`src/rtl/interrupt_controller_if.sv`:
```
// ----------------------------------------------------------------------------
// interrupt_controller_if
//   Bundle between the interrupt pins / processor controller and the
//   interrupt controller.
//   master : the processor side. Drives the interrupt lines, mask writes and
//            ack/done, and observes the request, vector and status.
//   slave  : the interrupt controller itself.
// Signals:
//   irq_in      interrupt lines, synchronous to clk
//   mask_we     mask register write enable
//   mask_wdata  new mask value (1 = source enabled)
//   int_ack     controller accepts the current request
//   int_done    controller executed return-from-interrupt
//   int_req     request to the controller
//   int_vec     service address of the current / in-service source
//   int_id      index of the current / in-service source
//   pending     latched pending bits (not masked)
//   mask        current mask register
// ----------------------------------------------------------------------------
interface interrupt_controller_if #(
  parameter int NUM_SRC = 4,
  parameter int VEC_W   = 16
);
  logic [NUM_SRC-1:0] irq_in;
  logic               mask_we;
  logic [NUM_SRC-1:0] mask_wdata;
  logic               int_ack;
  logic               int_done;
  logic               int_req;
  logic [VEC_W-1:0]   int_vec;
  logic [3:0]         int_id;
  logic [NUM_SRC-1:0] pending;
  logic [NUM_SRC-1:0] mask;

  modport master (
    output irq_in, mask_we, mask_wdata, int_ack, int_done,
    input  int_req, int_vec, int_id, pending, mask
  );

  modport slave (
    input  irq_in, mask_we, mask_wdata, int_ack, int_done,
    output int_req, int_vec, int_id, pending, mask
  );
endinterface

```
`src/rtl/interrupt_controller.sv`:
```
// ----------------------------------------------------------------------------
// interrupt_controller
//   Latches events from NUM_SRC maskable interrupt sources, picks the lowest
//   enabled pending index, and presents one request plus its service vector.
//   It then tracks that single in-service source until the controller
//   signals return. Nesting is not supported.
// Ports:
//   clk    processor clock, all state on the rising edge
//   reset  asynchronous, active-low; clears all state immediately
//   bus    interrupt_controller_if.slave (lines, mask, ack/done, req/vec/id,
//          pending and mask status)
// Parameters:
//   NUM_SRC     number of sources (1..16)
//   VEC_W       vector width
//   VEC_BASE    vector of source 0
//   VEC_STRIDE  address distance between consecutive source vectors
//   EDGE_MODE   1 = rising-edge events latched, 0 = level-sensitive
// ----------------------------------------------------------------------------
module interrupt_controller #(
  parameter int               NUM_SRC    = 4,
  parameter int               VEC_W      = 16,
  parameter logic [VEC_W-1:0] VEC_BASE   = 16'h0000,
  parameter int               VEC_STRIDE = 2,
  parameter bit               EDGE_MODE  = 1'b1
) (
  input logic                  clk,
  input logic                  reset,
  interrupt_controller_if.slave bus
);

  typedef enum logic [1:0] {
    IDLE    = 2'd0,
    REQ     = 2'd1,
    SERVICE = 2'd2
  } state_t;

  state_t             state, state_nxt;
  logic [NUM_SRC-1:0] irq_prev;
  logic [NUM_SRC-1:0] pending_q, pending_nxt;
  logic [NUM_SRC-1:0] mask_q;
  logic [NUM_SRC-1:0] active;
  logic [NUM_SRC-1:0] set_evt;
  logic [NUM_SRC-1:0] clr_evt;
  logic [3:0]         id_q, win_id;
  logic [VEC_W-1:0]   vec_q, win_vec;
  logic               latch_win;
  logic               ack_fire;

  // Masking only gates arbitration; pending keeps the raw events.
  assign active = pending_q & mask_q;

  // Fixed priority: scan downward so the lowest set index is written last.
  always_comb begin
    // NOTE: every always_comb output gets a default first so no latch is inferred.
    win_id = '0;
    for (int i = NUM_SRC - 1; i >= 0; i--) begin
      if (active[i]) win_id = 4'(i);
    end
  end

  // Truncated to VEC_W bits: the vector wraps silently past the top.
  assign win_vec = VEC_BASE + VEC_W'(win_id) * VEC_W'(VEC_STRIDE);

  assign ack_fire = (state == REQ) && bus.int_ack;

  // Edge mode: a new rise in the same cycle as the ack clear wins, so the
  // OR with set_evt comes after the clear mask.
  assign set_evt     = bus.irq_in & ~irq_prev;
  assign clr_evt     = ack_fire ? (NUM_SRC'(1) << id_q) : '0;
  assign pending_nxt = EDGE_MODE ? ((pending_q & ~clr_evt) | set_evt)
                                 : bus.irq_in;

  always_comb begin
    state_nxt = state;
    latch_win = 1'b0;
    case (state)
      IDLE: begin
        if (|active) begin
          state_nxt = REQ;
          latch_win = 1'b1;
        end
      end
      REQ: begin
        // id/vector stay frozen here; the ack is the only way out.
        if (bus.int_ack) state_nxt = SERVICE;
      end
      SERVICE: begin
        if (bus.int_done) state_nxt = IDLE;
      end
      default: state_nxt = IDLE;
    endcase
  end

  // NOTE: sequential state uses non-blocking assignments so every register
  // samples the pre-edge values of the others.
  always_ff @(posedge clk or negedge reset) begin
    if (!reset) begin
      state     <= IDLE;
      irq_prev  <= '0;
      pending_q <= '0;
      mask_q    <= '0;
      id_q      <= '0;
      vec_q     <= '0;
    end else begin
      state     <= state_nxt;
      irq_prev  <= bus.irq_in;
      pending_q <= pending_nxt;
      if (bus.mask_we) mask_q <= bus.mask_wdata;
      if (latch_win) begin
        id_q  <= win_id;
        vec_q <= win_vec;
      end
    end
  end

  // All outputs come straight from registers.
  assign bus.int_req = (state == REQ);
  assign bus.int_id  = id_q;
  assign bus.int_vec = vec_q;
  assign bus.pending = pending_q;
  assign bus.mask    = mask_q;

endmodule

```
`src/flat_wrapper.sv`:
```
// flat-port wrapper written by rule: the top's interface ports become plain ports
module interrupt_controller_flat 
#(
  parameter int               NUM_SRC    = 4,
  parameter int               VEC_W      = 16,
  parameter logic [VEC_W-1:0] VEC_BASE   = 16'h0000,
  parameter int               VEC_STRIDE = 2,
  parameter bit               EDGE_MODE  = 1'b1
)
  (clk, reset, bus_irq_in, bus_mask_we, bus_mask_wdata, bus_int_ack, bus_int_done, bus_int_req, bus_int_vec, bus_int_id, bus_pending, bus_mask);
  interrupt_controller_if #(.NUM_SRC(NUM_SRC), .VEC_W(VEC_W)) bus_i ();
  input logic clk;
  input logic reset;
  input wire logic [$bits(bus_i.irq_in)-1:0] bus_irq_in;
  input wire logic [$bits(bus_i.mask_we)-1:0] bus_mask_we;
  input wire logic [$bits(bus_i.mask_wdata)-1:0] bus_mask_wdata;
  input wire logic [$bits(bus_i.int_ack)-1:0] bus_int_ack;
  input wire logic [$bits(bus_i.int_done)-1:0] bus_int_done;
  output wire logic [$bits(bus_i.int_req)-1:0] bus_int_req;
  output wire logic [$bits(bus_i.int_vec)-1:0] bus_int_vec;
  output wire logic [$bits(bus_i.int_id)-1:0] bus_int_id;
  output wire logic [$bits(bus_i.pending)-1:0] bus_pending;
  output wire logic [$bits(bus_i.mask)-1:0] bus_mask;
  assign bus_i.irq_in = bus_irq_in;
  assign bus_i.mask_we = bus_mask_we;
  assign bus_i.mask_wdata = bus_mask_wdata;
  assign bus_i.int_ack = bus_int_ack;
  assign bus_i.int_done = bus_int_done;
  assign bus_int_req = bus_i.int_req;
  assign bus_int_vec = bus_i.int_vec;
  assign bus_int_id = bus_i.int_id;
  assign bus_pending = bus_i.pending;
  assign bus_mask = bus_i.mask;
  interrupt_controller #(.NUM_SRC(NUM_SRC), .VEC_W(VEC_W), .VEC_BASE(VEC_BASE), .VEC_STRIDE(VEC_STRIDE), .EDGE_MODE(EDGE_MODE)) u_core (.clk(clk), .reset(reset), .bus(bus_i));
endmodule
```
`config.mk`:
```
export PLATFORM = sky130hd
export DESIGN_NAME = interrupt_controller_flat
export DESIGN_NICKNAME = d
export VERILOG_FILES = /design/src/rtl/interrupt_controller_if.sv /design/src/rtl/interrupt_controller.sv /design/src/flat_wrapper.sv
export SDC_FILE = /design/constraint.sdc
export NUM_CORES = 1
export LEC_CHECK = 0
export CAP_MARGIN = 20
export CELL_PAD_IN_SITES_DETAIL_PLACEMENT = 2
export CELL_PAD_IN_SITES_GLOBAL_PLACEMENT = 2
export CORE_ASPECT_RATIO = 0.6
export CORE_UTILIZATION = 23
export CTS_CLUSTER_SIZE = 30
export DETAILED_ROUTE_END_ITERATION = 10
export PLACE_DENSITY = 0.8
export SLEW_MARGIN = 15
export SYNTH_ARGS = -nofsm -noshare
export SYNTH_HDL_FRONTEND = slang
export SYNTH_SLANG_ARGS = --single-unit
export TNS_END_PERCENT = 10
```
`constraint.sdc`:
```
create_clock -name clk -period 3.15 [get_ports clk]
set_input_delay 0.4725 -clock clk [delete_from_list [all_inputs] [get_ports clk]]
set_output_delay 0.4725 -clock clk [all_outputs]
set_load 0.02 [all_outputs]
```
==> impl_metrics.env <==
export IMPL_status="completed"
export IMPL_cts_hold_buf=0
export IMPL_cts_setup_buffers=0
export IMPL_coreArea_mm2=0.003022
export IMPL_fin_cells=137
export IMPL_min_period_ps=2011
export IMPL_power_density_mw_per_mm2=826.0
export IMPL_cts_resized=0
export IMPL_wire_per_inst_um=13.33
export IMPL_ios=42
export IMPL_row_count=15
export IMPL_reg2reg_to="u_core.bus.pending[1]"
export IMPL_slew_violations=0
export IMPL_finalWeightedCongestion=0.7230
export IMPL_cellLeakagePower_uw=0.0004566
export IMPL_firstDrtPassIters=3
export IMPL_grt_use_total_pct=11.70
export IMPL_ys_flop_type="dfrtp_1"
export IMPL_drcViolationCount=0
export IMPL_hold_path_end="u_core.bus.pending[2]"
export IMPL_cts_clk_slew_worst_paths_ps=60
export IMPL_hold_viol=0
export IMPL_diodes=0
export IMPL_cts_buffer_depth=2
export IMPL_syn2layout_area_growth_pct=34.58
export IMPL_start_kind="flip-flop"
export IMPL_wl_mm=1.826
export IMPL_vias=550
export IMPL_drt_iter0_markers=38
export IMPL_fillers=343
export IMPL_ys_types=22
export IMPL_grt_first_pass_wirelength_mm=3.015
export IMPL_cts_sinks=16
export IMPL_cp_arrival_ps=1540
export IMPL_min_delay_start="u_core.irq_prev[2]"
export IMPL_dieHeight_um=46.73
export IMPL_netlist_top_cells_area="dfrtp_1 (52%), buf_4 (18%), mux2_2 (5.9%)"
export IMPL_fin_setup_tns_ps=0
export IMPL_place_inst=134
export IMPL_grt_max_degree=17
export IMPL_gr_total_overflow=0
export IMPL_hold_path_class="flip-flop to flip-flop"
export IMPL_ff2ff_path_depth=3
export IMPL_worstSetupEndpointType="output pin"
export IMPL_cp_slowest_stage_delay_ps=610
export IMPL_cp_top_family="buffers and inverters"
export IMPL_synth_area_leader_cell="dfrtp_1"
export IMPL_die_w_um=76.55
export IMPL_critPathMaxFanout=6
export IMPL_maxCapViolCount=0
export IMPL_crit_required_ps=2680
export IMPL_crit_chain="and2b_2 -> clkdlybuf4s50_1"
export IMPL_dpl_hpwl_mm=1.507
export IMPL_dieArea_mm2=0.003577
export IMPL_antenna_found_initial=0
export IMPL_holdPathStages=1
export IMPL_r2r_start="u_core.state[1]"
export IMPL_htree_levels=1
export IMPL_async_flop_share_pct=100.0
export IMPL_cts_tree="built"
export IMPL_finalSetupViolations=0
export IMPL_insertion_delay_ps=250
export IMPL_io_buffers=25
export IMPL_syn_mean_instance_area_um2=10.96
export IMPL_yosysSeqAreaShare_pct=52.20
export IMPL_synth_cells=70
export IMPL_skew_ps=0.8586
export IMPL_grt_pass1_vias=581
export IMPL_synth_edf_count=0
export IMPL_slowest_stage="clkdlybuf4s50_1"
export IMPL_peakVddDrop_uv=197.1
export IMPL_worst_path_buf_inv=1
export IMPL_grt_setup_unrepaired="false"
export IMPL_period_share_pct=63.86
export IMPL_start_util_pct=25.38
export IMPL_nets=110
export IMPL_yosysTopAreaCellShare_pct=52.20
export IMPL_synth_seq_cells=16
export IMPL_routed_via_density=4.015
export IMPL_fmax_mhz=497.1
export IMPL_ys_warnings_count=0
export IMPL_drive_gt1_share_pct=9.474
export IMPL_r2r_setup_slack_ps=1880
export IMPL_critPathKind="flip-flop to output pin"
export IMPL_synth_area_um2=767.0
export IMPL_cts_root_buf="clkbuf_8"
export IMPL_drtAntennaViolNets=0
export IMPL_max_slew_worst_pin_slew_ps=729.9
export IMPL_cts_buffers=3
export IMPL_slew_headroom_pct=51.19
## layer usage
| layer | vias up | wire [um] | GRT usage (%) |
|---|---|---|---|
| met5 | - | 0 | 0 |
| met4 | 0 | 4 | 2.308 |
| met3 | 2 | 159 | 6.602 |
| met2 | 23 | 849 | 19.64 |
| met1 | 272 | 812 | 13.62 |
| li1 | 253 | - | - |
## synth_stat cells (2+ instances only)
cell type and count:
inv_1 6, a21oi_1 2, o21ai_0 6, dfrtp_1 16, mux2_2 4, buf_4 18, nand2_1 3
## power breakdown
| group | leakage (uW) | switching (uW) | total [uW] | internal, uW |
|---|---|---|---|---|
| Combinational | 0.000254 | 191 | 371 | 180 |
| Clock | 0.0000216 | 68.1 | 153 | 84.8 |
| Sequential | 0.000181 | 68.9 | 328 | 259 |
## worst register-to-register path: stages, from the launching register on
cell      delay [ps]
dfrtp_1          430
nand3b_1         220
or3_1            330
a22o_1           180
## area by class of cell
cell class,instances,area [um2],share of cell area (%)
timing repair buffer,25,250.2,24.24
multi-input combinational,45,265.3,25.70
tap,42,52.55,5.091
inverter,6,22.52,2.182
clock buffer,3,41.29,4.000
sequential,16,400.4,38.79
## registers in the layout, indices dropped and copies added (netlist names)
signal / cells
u_core.bus.pending: 4
u_core.state: 2
u_core.irq_prev: 4
u_core.bus.int_id: 2
u_core.bus.mask: 4
## layout by cell type, fill, tap and decap left out
master	instances
mux2i_1	1
a31o_2	1
or2b_1	1
a22o_1	1
a2bb2oi_1	1
mux2_2	4
nor2_1	1
nand4b_1	1
clkbuf_8	3
clkdlybuf4s50_1	25
o21ai_0	6
a22oi_1	1
a21oi_1	2
nand2_1	3
o31ai_1	1
dfrtp_1	16
inv_1	6
nand3b_1	1
nor3_1	1
and2b_2	1
a221o_1	1
or3_1	1
conb_1	16
## cells by family (layout without fill, tap and decap cells)
logic type      count (synthesis)  count (layout)  synth area share (%)
mux                             5               5                 7.177
flops                          16              16                 52.20
compound gates                 14              14                 11.91
buf+inv                        24              34                 20.55
other cells                     1              16                0.4889
simple gates                   10              10                 7.668
## through the flow
step                total power [uW]  utilization (%)  hold WS [ps]  cell area, um2  setup slack [ps]
finish                         852.6            34.16         422.6            1032              1139
global route                   905.6            34.16         461.0            1032              1110
CTS                            862.2            34.16         426.2            1032              1138
detailed placement             704.6            32.80         417.9           991.0              1396
global placement               686.4            32.80         406.2           991.0              1446
floorplan                      546.2                -         176.9           823.3              1947
## how the worst max path moves through the flow
stage / startpoint / to / slack (ps) / depth (start not counted)
2_1_floorplan: u_core.bus.int_id[0] / u_core.bus.pending[1] / 1950 / 3
3_3_place_gp: bus_int_ack / u_core.bus.pending[1] / 1450 / 4
3_5_place_dp: bus_int_ack / u_core.bus.pending[1] / 1400 / 4
4_1_cts: u_core.state[1] / bus_int_req / 1140 / 2
5_1_grt: u_core.state[1] / bus_int_req / 1110 / 2
6_report: u_core.state[1] / bus_int_req / 1140 / 2
Power figures use the tool's default switching activity.
